$ cat config.mk
export PLATFORM = sky130hd
export DESIGN_NAME = truth_table_sweeper_flat
export DESIGN_NICKNAME = d
export VERILOG_FILES = /design/src/rtl/truth_table_sweeper_if.sv /design/src/rtl/truth_table_sweeper.sv /design/src/flat_wrapper.sv
export SDC_FILE = /design/constraint.sdc
export NUM_CORES = 1
export LEC_CHECK = 0
export CORE_MARGIN = 1.5
export CORE_UTILIZATION = 35
export CTS_CLUSTER_DIAMETER = 30
export DETAILED_ROUTE_END_ITERATION = 10
export SYNTH_ARGS = -nofsm -noshare
export SYNTH_HDL_FRONTEND = slang
export SYNTH_SLANG_ARGS = --single-unit
$ cat constraint.sdc
create_clock -name clk -period 2.4 [get_ports clk]
set_clock_uncertainty 0.1 [all_clocks]
set_input_delay 0.72 -clock clk [delete_from_list [all_inputs] [get_ports clk]]
set_output_delay 0.72 -clock clk [all_outputs]
set_load 0.02 [all_outputs]
$ cat src/rtl/truth_table_sweeper_if.sv
// Stimulus/capture bus between the truth-table sweeper and its environment.
//   start       : request to begin a sweep (level-sampled)
//   exp_table   : expected truth table, bit k = F for row k = {P,Q,R}
//   f_in        : F output of the function under test
//   p_out/q_out/r_out : row drive, P is MSB of the row index
//   busy/done/pass    : sweep status, pass valid only while done=1
//   captured/mismatch : observed table and per-row error flags
interface truth_table_sweeper_if;
  logic       start;
  logic [7:0] exp_table;
  logic       f_in;
  logic       p_out;
  logic       q_out;
  logic       r_out;
  logic       busy;
  logic       done;
  logic       pass;
  logic [7:0] captured;
  logic [7:0] mismatch;

  // Sweeper side
  modport slave (
    input  start, exp_table, f_in,
    output p_out, q_out, r_out, busy, done, pass, captured, mismatch
  );

  // Environment side (drives stimulus, observes results)
  modport master (
    output start, exp_table, f_in,
    input  p_out, q_out, r_out, busy, done, pass, captured, mismatch
  );
endinterface

$ cat src/rtl/truth_table_sweeper.sv
// Truth-table sweeper: drives all 8 rows of a 3-input function in order,
// holds each row SETTLE_CYCLES cycles, samples F in a one-cycle SAMPLE
// state, and compares the observed table with an expected table latched
// at the accepted start.
// Ports:
//   clk   : system clock, rising edge
//   rst_n : asynchronous active-low reset
//   bus   : truth_table_sweeper_if.slave (start/exp_table/f_in in,
//           row drive, status and result tables out; all outputs registered)
module truth_table_sweeper #(
  parameter int unsigned SETTLE_CYCLES = 2
) (
  input  logic                  clk,
  input  logic                  rst_n,
  truth_table_sweeper_if.slave  bus
);

  localparam int unsigned IDX_W = 3;
  localparam int unsigned CNT_W = 4;
  localparam int unsigned TBL_W = 8;
  localparam logic [IDX_W-1:0] LAST_ROW  = IDX_W'(7);
  localparam logic [CNT_W-1:0] CNT_LOAD  = CNT_W'(SETTLE_CYCLES - 1);

  typedef enum logic [1:0] {
    IDLE   = 2'd0,
    SETTLE = 2'd1,
    SAMPLE = 2'd2,
    DONE   = 2'd3
  } state_e;

  state_e             state_q,    state_d;
  logic [IDX_W-1:0]   idx_q,      idx_d;
  logic [CNT_W-1:0]   cnt_q,      cnt_d;
  logic [IDX_W-1:0]   row_q,      row_d;
  logic               busy_q,     busy_d;
  logic               done_q,     done_d;
  logic               pass_q,     pass_d;
  logic [TBL_W-1:0]   captured_q, captured_d;
  logic [TBL_W-1:0]   mismatch_q, mismatch_d;
  logic [TBL_W-1:0]   exp_q,      exp_d;

  // State and output registers
  always_ff @(posedge clk or negedge rst_n) begin
    if (!rst_n) begin
      state_q    <= IDLE;
      idx_q      <= '0;
      cnt_q      <= '0;
      row_q      <= '0;
      busy_q     <= 1'b0;
      done_q     <= 1'b0;
      pass_q     <= 1'b0;
      captured_q <= '0;
      mismatch_q <= '0;
      exp_q      <= '0;
    end else begin
      state_q    <= state_d;
      idx_q      <= idx_d;
      cnt_q      <= cnt_d;
      row_q      <= row_d;
      busy_q     <= busy_d;
      done_q     <= done_d;
      pass_q     <= pass_d;
      captured_q <= captured_d;
      mismatch_q <= mismatch_d;
      exp_q      <= exp_d;
    end
  end

  // Next-state and next-output logic
  always_comb begin
    state_d    = state_q;
    idx_d      = idx_q;
    cnt_d      = cnt_q;
    row_d      = row_q;
    busy_d     = busy_q;
    done_d     = done_q;
    pass_d     = pass_q;
    captured_d = captured_q;
    mismatch_d = mismatch_q;
    exp_d      = exp_q;

    case (state_q)
      // Start is only honoured when no sweep is running
      IDLE, DONE: begin
        if (bus.start) begin
          exp_d      = bus.exp_table;
          captured_d = '0;
          mismatch_d = '0;
          pass_d     = 1'b0;
          done_d     = 1'b0;
          busy_d     = 1'b1;
          idx_d      = '0;
          cnt_d      = CNT_LOAD;
          row_d      = '0;
          state_d    = SETTLE;
        end
      end

      // Counter was loaded with SETTLE_CYCLES-1, so this state lasts
      // exactly SETTLE_CYCLES cycles
      SETTLE: begin
        if (cnt_q == '0) begin
          state_d = SAMPLE;
        end else begin
          cnt_d = CNT_W'(cnt_q - CNT_W'(1));
        end
      end

      SAMPLE: begin
        captured_d[idx_q] = bus.f_in;
        mismatch_d[idx_q] = bus.f_in ^ exp_q[idx_q];
        if (idx_q == LAST_ROW) begin
          state_d = DONE;
          busy_d  = 1'b0;
          done_d  = 1'b1;
          row_d   = '0;
          pass_d  = (captured_d == exp_q);
        end else begin
          idx_d   = IDX_W'(idx_q + IDX_W'(1));
          row_d   = IDX_W'(idx_q + IDX_W'(1));
          cnt_d   = CNT_LOAD;
          state_d = SETTLE;
        end
      end

      default: begin
        state_d = IDLE;
      end
    endcase
  end

  assign bus.p_out    = row_q[2];
  assign bus.q_out    = row_q[1];
  assign bus.r_out    = row_q[0];
  assign bus.busy     = busy_q;
  assign bus.done     = done_q;
  assign bus.pass     = pass_q;
  assign bus.captured = captured_q;
  assign bus.mismatch = mismatch_q;

endmodule

$ cat src/flat_wrapper.sv
// flat-port wrapper written by rule: the top's interface ports become plain ports
module truth_table_sweeper_flat 
#(
  parameter int unsigned SETTLE_CYCLES = 2
)
  (clk, rst_n, bus_start, bus_exp_table, bus_f_in, bus_p_out, bus_q_out, bus_r_out, bus_busy, bus_done, bus_pass, bus_captured, bus_mismatch);
  truth_table_sweeper_if bus_i ();
  input  logic clk;
  input  logic rst_n;
  input wire logic [$bits(bus_i.start)-1:0] bus_start;
  input wire logic [$bits(bus_i.exp_table)-1:0] bus_exp_table;
  input wire logic [$bits(bus_i.f_in)-1:0] bus_f_in;
  output wire logic [$bits(bus_i.p_out)-1:0] bus_p_out;
  output wire logic [$bits(bus_i.q_out)-1:0] bus_q_out;
  output wire logic [$bits(bus_i.r_out)-1:0] bus_r_out;
  output wire logic [$bits(bus_i.busy)-1:0] bus_busy;
  output wire logic [$bits(bus_i.done)-1:0] bus_done;
  output wire logic [$bits(bus_i.pass)-1:0] bus_pass;
  output wire logic [$bits(bus_i.captured)-1:0] bus_captured;
  output wire logic [$bits(bus_i.mismatch)-1:0] bus_mismatch;
  assign bus_i.start = bus_start;
  assign bus_i.exp_table = bus_exp_table;
  assign bus_i.f_in = bus_f_in;
  assign bus_p_out = bus_i.p_out;
  assign bus_q_out = bus_i.q_out;
  assign bus_r_out = bus_i.r_out;
  assign bus_busy = bus_i.busy;
  assign bus_done = bus_i.done;
  assign bus_pass = bus_i.pass;
  assign bus_captured = bus_i.captured;
  assign bus_mismatch = bus_i.mismatch;
  truth_table_sweeper #(.SETTLE_CYCLES(SETTLE_CYCLES)) u_core (.clk(clk), .rst_n(rst_n), .bus(bus_i));
endmodule
==> results.json <==
{
  "hold_violations": 0,
  "clock-sinks": 39,
  "worst_hold_slack_ns": 0.282,
  "cts_setup_buffers": 0,
  "worst_setup_path_start_kind": "input pin",
  "cts-htree-levels": 2,
  "hp-class": "in -> async",
  "drv_slew": 0,
  "wl_per_cell_um": 14.7,
  "drt_iter0_drc": 145,
  "syn-num-nets": 251,
  "n_antenna_cell": 0,
  "design_area_mm2": 0.00287,
  "fin_crit_sh_pct": 90.7,
  "drv_cap": 0,
  "wirelength_um": 5230,
  "maxSlewHeadroom_pct": 65.9,
  "seq_area_frac_synth_pct": 42.9,
  "grt_pass1_wl_um": 9050,
  "ys_ff_latch": 39,
  "power.density_mw_per_mm2": 1100,
  "gp_congestion": 0.856,
  "holdBufCountCts": 0,
  "start_util_pct": 36.1,
  "area_delta_synth_final_pct": 25.9,
  "antenna_found_initial": 0,
  "fp-row-count": 29,
  "path_class": "in -> reg",
  "cts_tree": "built",
  "grt_pass1_vias": 1819,
  "yosysWarnings": 0,
  "synth.most_common_cell": "dfrtp_1",
  "insertion_delay_ns": 0.29,
  "end_kind": "flop",
  "die_w_um": 83.7,
  "clockBufferDepth": 2,
  "synth_top_area_cell": "dfrtp_1",
  "synth.avg_cell_area_um2": 9.77,
  "core_mm2": 0.00631,
  "die-area_mm2": 0.00700,
  "crit_arrival_ns": 2.27,
  "ys_types": 48,
  "vias": 1958,
  "dp_hpwl_um": 3820,
  "final.min_clock_period_ns": 2.18,
  "path_clk_slew_ns": 0.07,
  "synth_edf_count": 0,
  "fin_nets": 295,
  "finalNonFillerCells": 355,
  "leakage_nw": 1.23,
  "pin_count": 34,
  "drc": 0,
  "post_cts_resize_count": 0,
  "final_layout_size_suffix_gt1_share_pct": 15.1,
  "cts_buffers": 5,
  "placed_area_mm2": 0.00277,
  "dp_cells": 347,
  "io_buffers": 33,
  "status": "complete, no violations",
  "syn_area_mm2": 0.00228,
  "antenna_left": 0,
  "gr-usage-all-layers_pct": 15.9,
  "synthTopCellsByCount": "dfrtp_1 (39), o21ai_0 (24), a21oi_1 (17)",
  "dr.pass1.iters": 4,
  "setup_viol_count_final": 0,
  "vdd_drop_max_mv": 0.445,
  "rsz0062_at_grt": "false",
  "grt_max_degree": 27,
  "clockRootBuffer": "clkbuf_8",
  "die_h_um": 83.7,
  "async_flop_share_pct": 100,
  "ys_top_cells_by_area": "dfrtp_1 (43%), o21ai_0 (5.3%), mux2_2 (4.5%)",
  "synth_ff_type": "dfrtp_1",
  "grt-ovfl-total": 0,
  "r2r_slack_ns": 0.28,
  "yosys.area.top_type_share_pct": 42.9,
  "via_per_inst": 5.52,
  "path_max_fanout": 7,
  "syn_inst": 233,
  "fmax_mhz": 459,
  "critPathRequiredTime_ns": 2.50,
  "tightestPinTransition_ns": 0.512
}
## final cells by class
| type | instances | area [um2] |
|---|---|---|
| well taps | 77 | 96.3 |
| flip-flops and latches | 39 | 976 |
| clock buffers | 8 | 100 |
| fillers | 633 | 3450 |
| repair buffers | 51 | 473 |
| inverters | 7 | 26.3 |
| multi-input cells | 173 | 1200 |
## state kept, by name, summed over array words and instances (netlist names)
register,flops
u_core.bus.busy,1
u_core.bus.captured,8
u_core.bus.done,1
u_core.bus.mismatch,8
u_core.bus.pass,1
u_core.cnt_q,4
u_core.exp_q,8
u_core.idx_q,3
u_core.row_q,3
u_core.state_q,2
## cells by family (layout without fill, tap and decap cells)
family                   count (synthesis)  count (layout)  share of synthesized area (%)
AO/OA/AOI/OAI                           77              77                           21.2
XOR/XNOR                                 9               9                           3.46
flip-flops                              39              39                           42.9
multiplexers                            19              19                           8.85
AND/OR/NAND/NOR                         62              62                           15.7
adder cells (fa/ha/maj)                  6               6                           3.30
buffers and inverters                   21              66                           4.61
## worst max-delay path: stages
cell             delay [ns]
clkdlybuf4s50_1        0.56
nor4bb_1               0.25
buf_4                  0.17
a21oi_2                0.03
xor2_1                 0.13
nand4_1                0.11
o41ai_2                0.30
## per-layer routing
layer / global-route usage, % / share of wire, % / up-vias
met5: 0 / 0 / -
met2: 23.0 / 43 / 46
li1: - / - / 955
met1: 23.7 / 51 / 951
met4: 4.92 / 1.4 / 0
met3: 3.46 / 4.8 / 6
## layout by cell type, fill, tap and decap left out, types with 2 or more instances in the layout
cell type,instances
dfrtp_1,39
clkdlybuf4s50_1,32
o21ai_0,24
a21oi_1,17
buf_4,17
nand2_1,16
nor2_1,11
mux2i_1,10
mux2_2,9
a22oi_1,8
xor2_1,7
clkbuf_8,7
inv_1,6
o21ai_1,6
nor2b_1,6
ha_1,6
a22o_1,4
nand3b_1,3
nand2b_1,3
a31oi_1,3
and4b_1,3
a32o_1,3
nor3_1,3
a21o_1,3
nor3b_1,2
xnor2_1,2
or3b_1,2
nand3_1,2
o22ai_1,2
nand4_1,2
## worst paths after layout
kind                                  from                      to  cells past startpoint
min reg2reg                u_core.bus.done         u_core.bus.done                      1
max                               bus_f_in         u_core.bus.pass                      7
max reg2reg                u_core.idx_q[2]         u_core.bus.pass                      6
min                                  rst_n  u_core.bus.captured[1]                      1
max in group asynchronous            rst_n         u_core.bus.pass                      2
min in group clk           u_core.bus.done         u_core.bus.done                      1
## where the power goes
| group | internal (W) | switching, W | total (W) |
|---|---|---|---|
| clock | 0.000262 | 0.000229 | 0.000492 |
| combinational | 0.000784 | 0.000881 | 0.00166 |
| sequential | 0.000835 | 0.000176 | 0.00101 |
| total | 0.00188 | 0.00129 | 0.00317 |
## per-stage QoR
stage / total power (W) / util, % / TNS (ns) / worst slack [ns]
floorplan: 0.00212 / - / 0 / 0.424
global placement: 0.00267 / 43.8 / -0.0464 / -0.0464
detailed placement: 0.00269 / 43.8 / -0.133 / -0.0893
CTS: 0.00319 / 45.4 / 0 / 0.212
global route: 0.00342 / 45.4 / 0 / 0.0765
finish: 0.00317 / 45.4 / 0 / 0.223
Note: power is estimated with default switching activity, not from simulation.
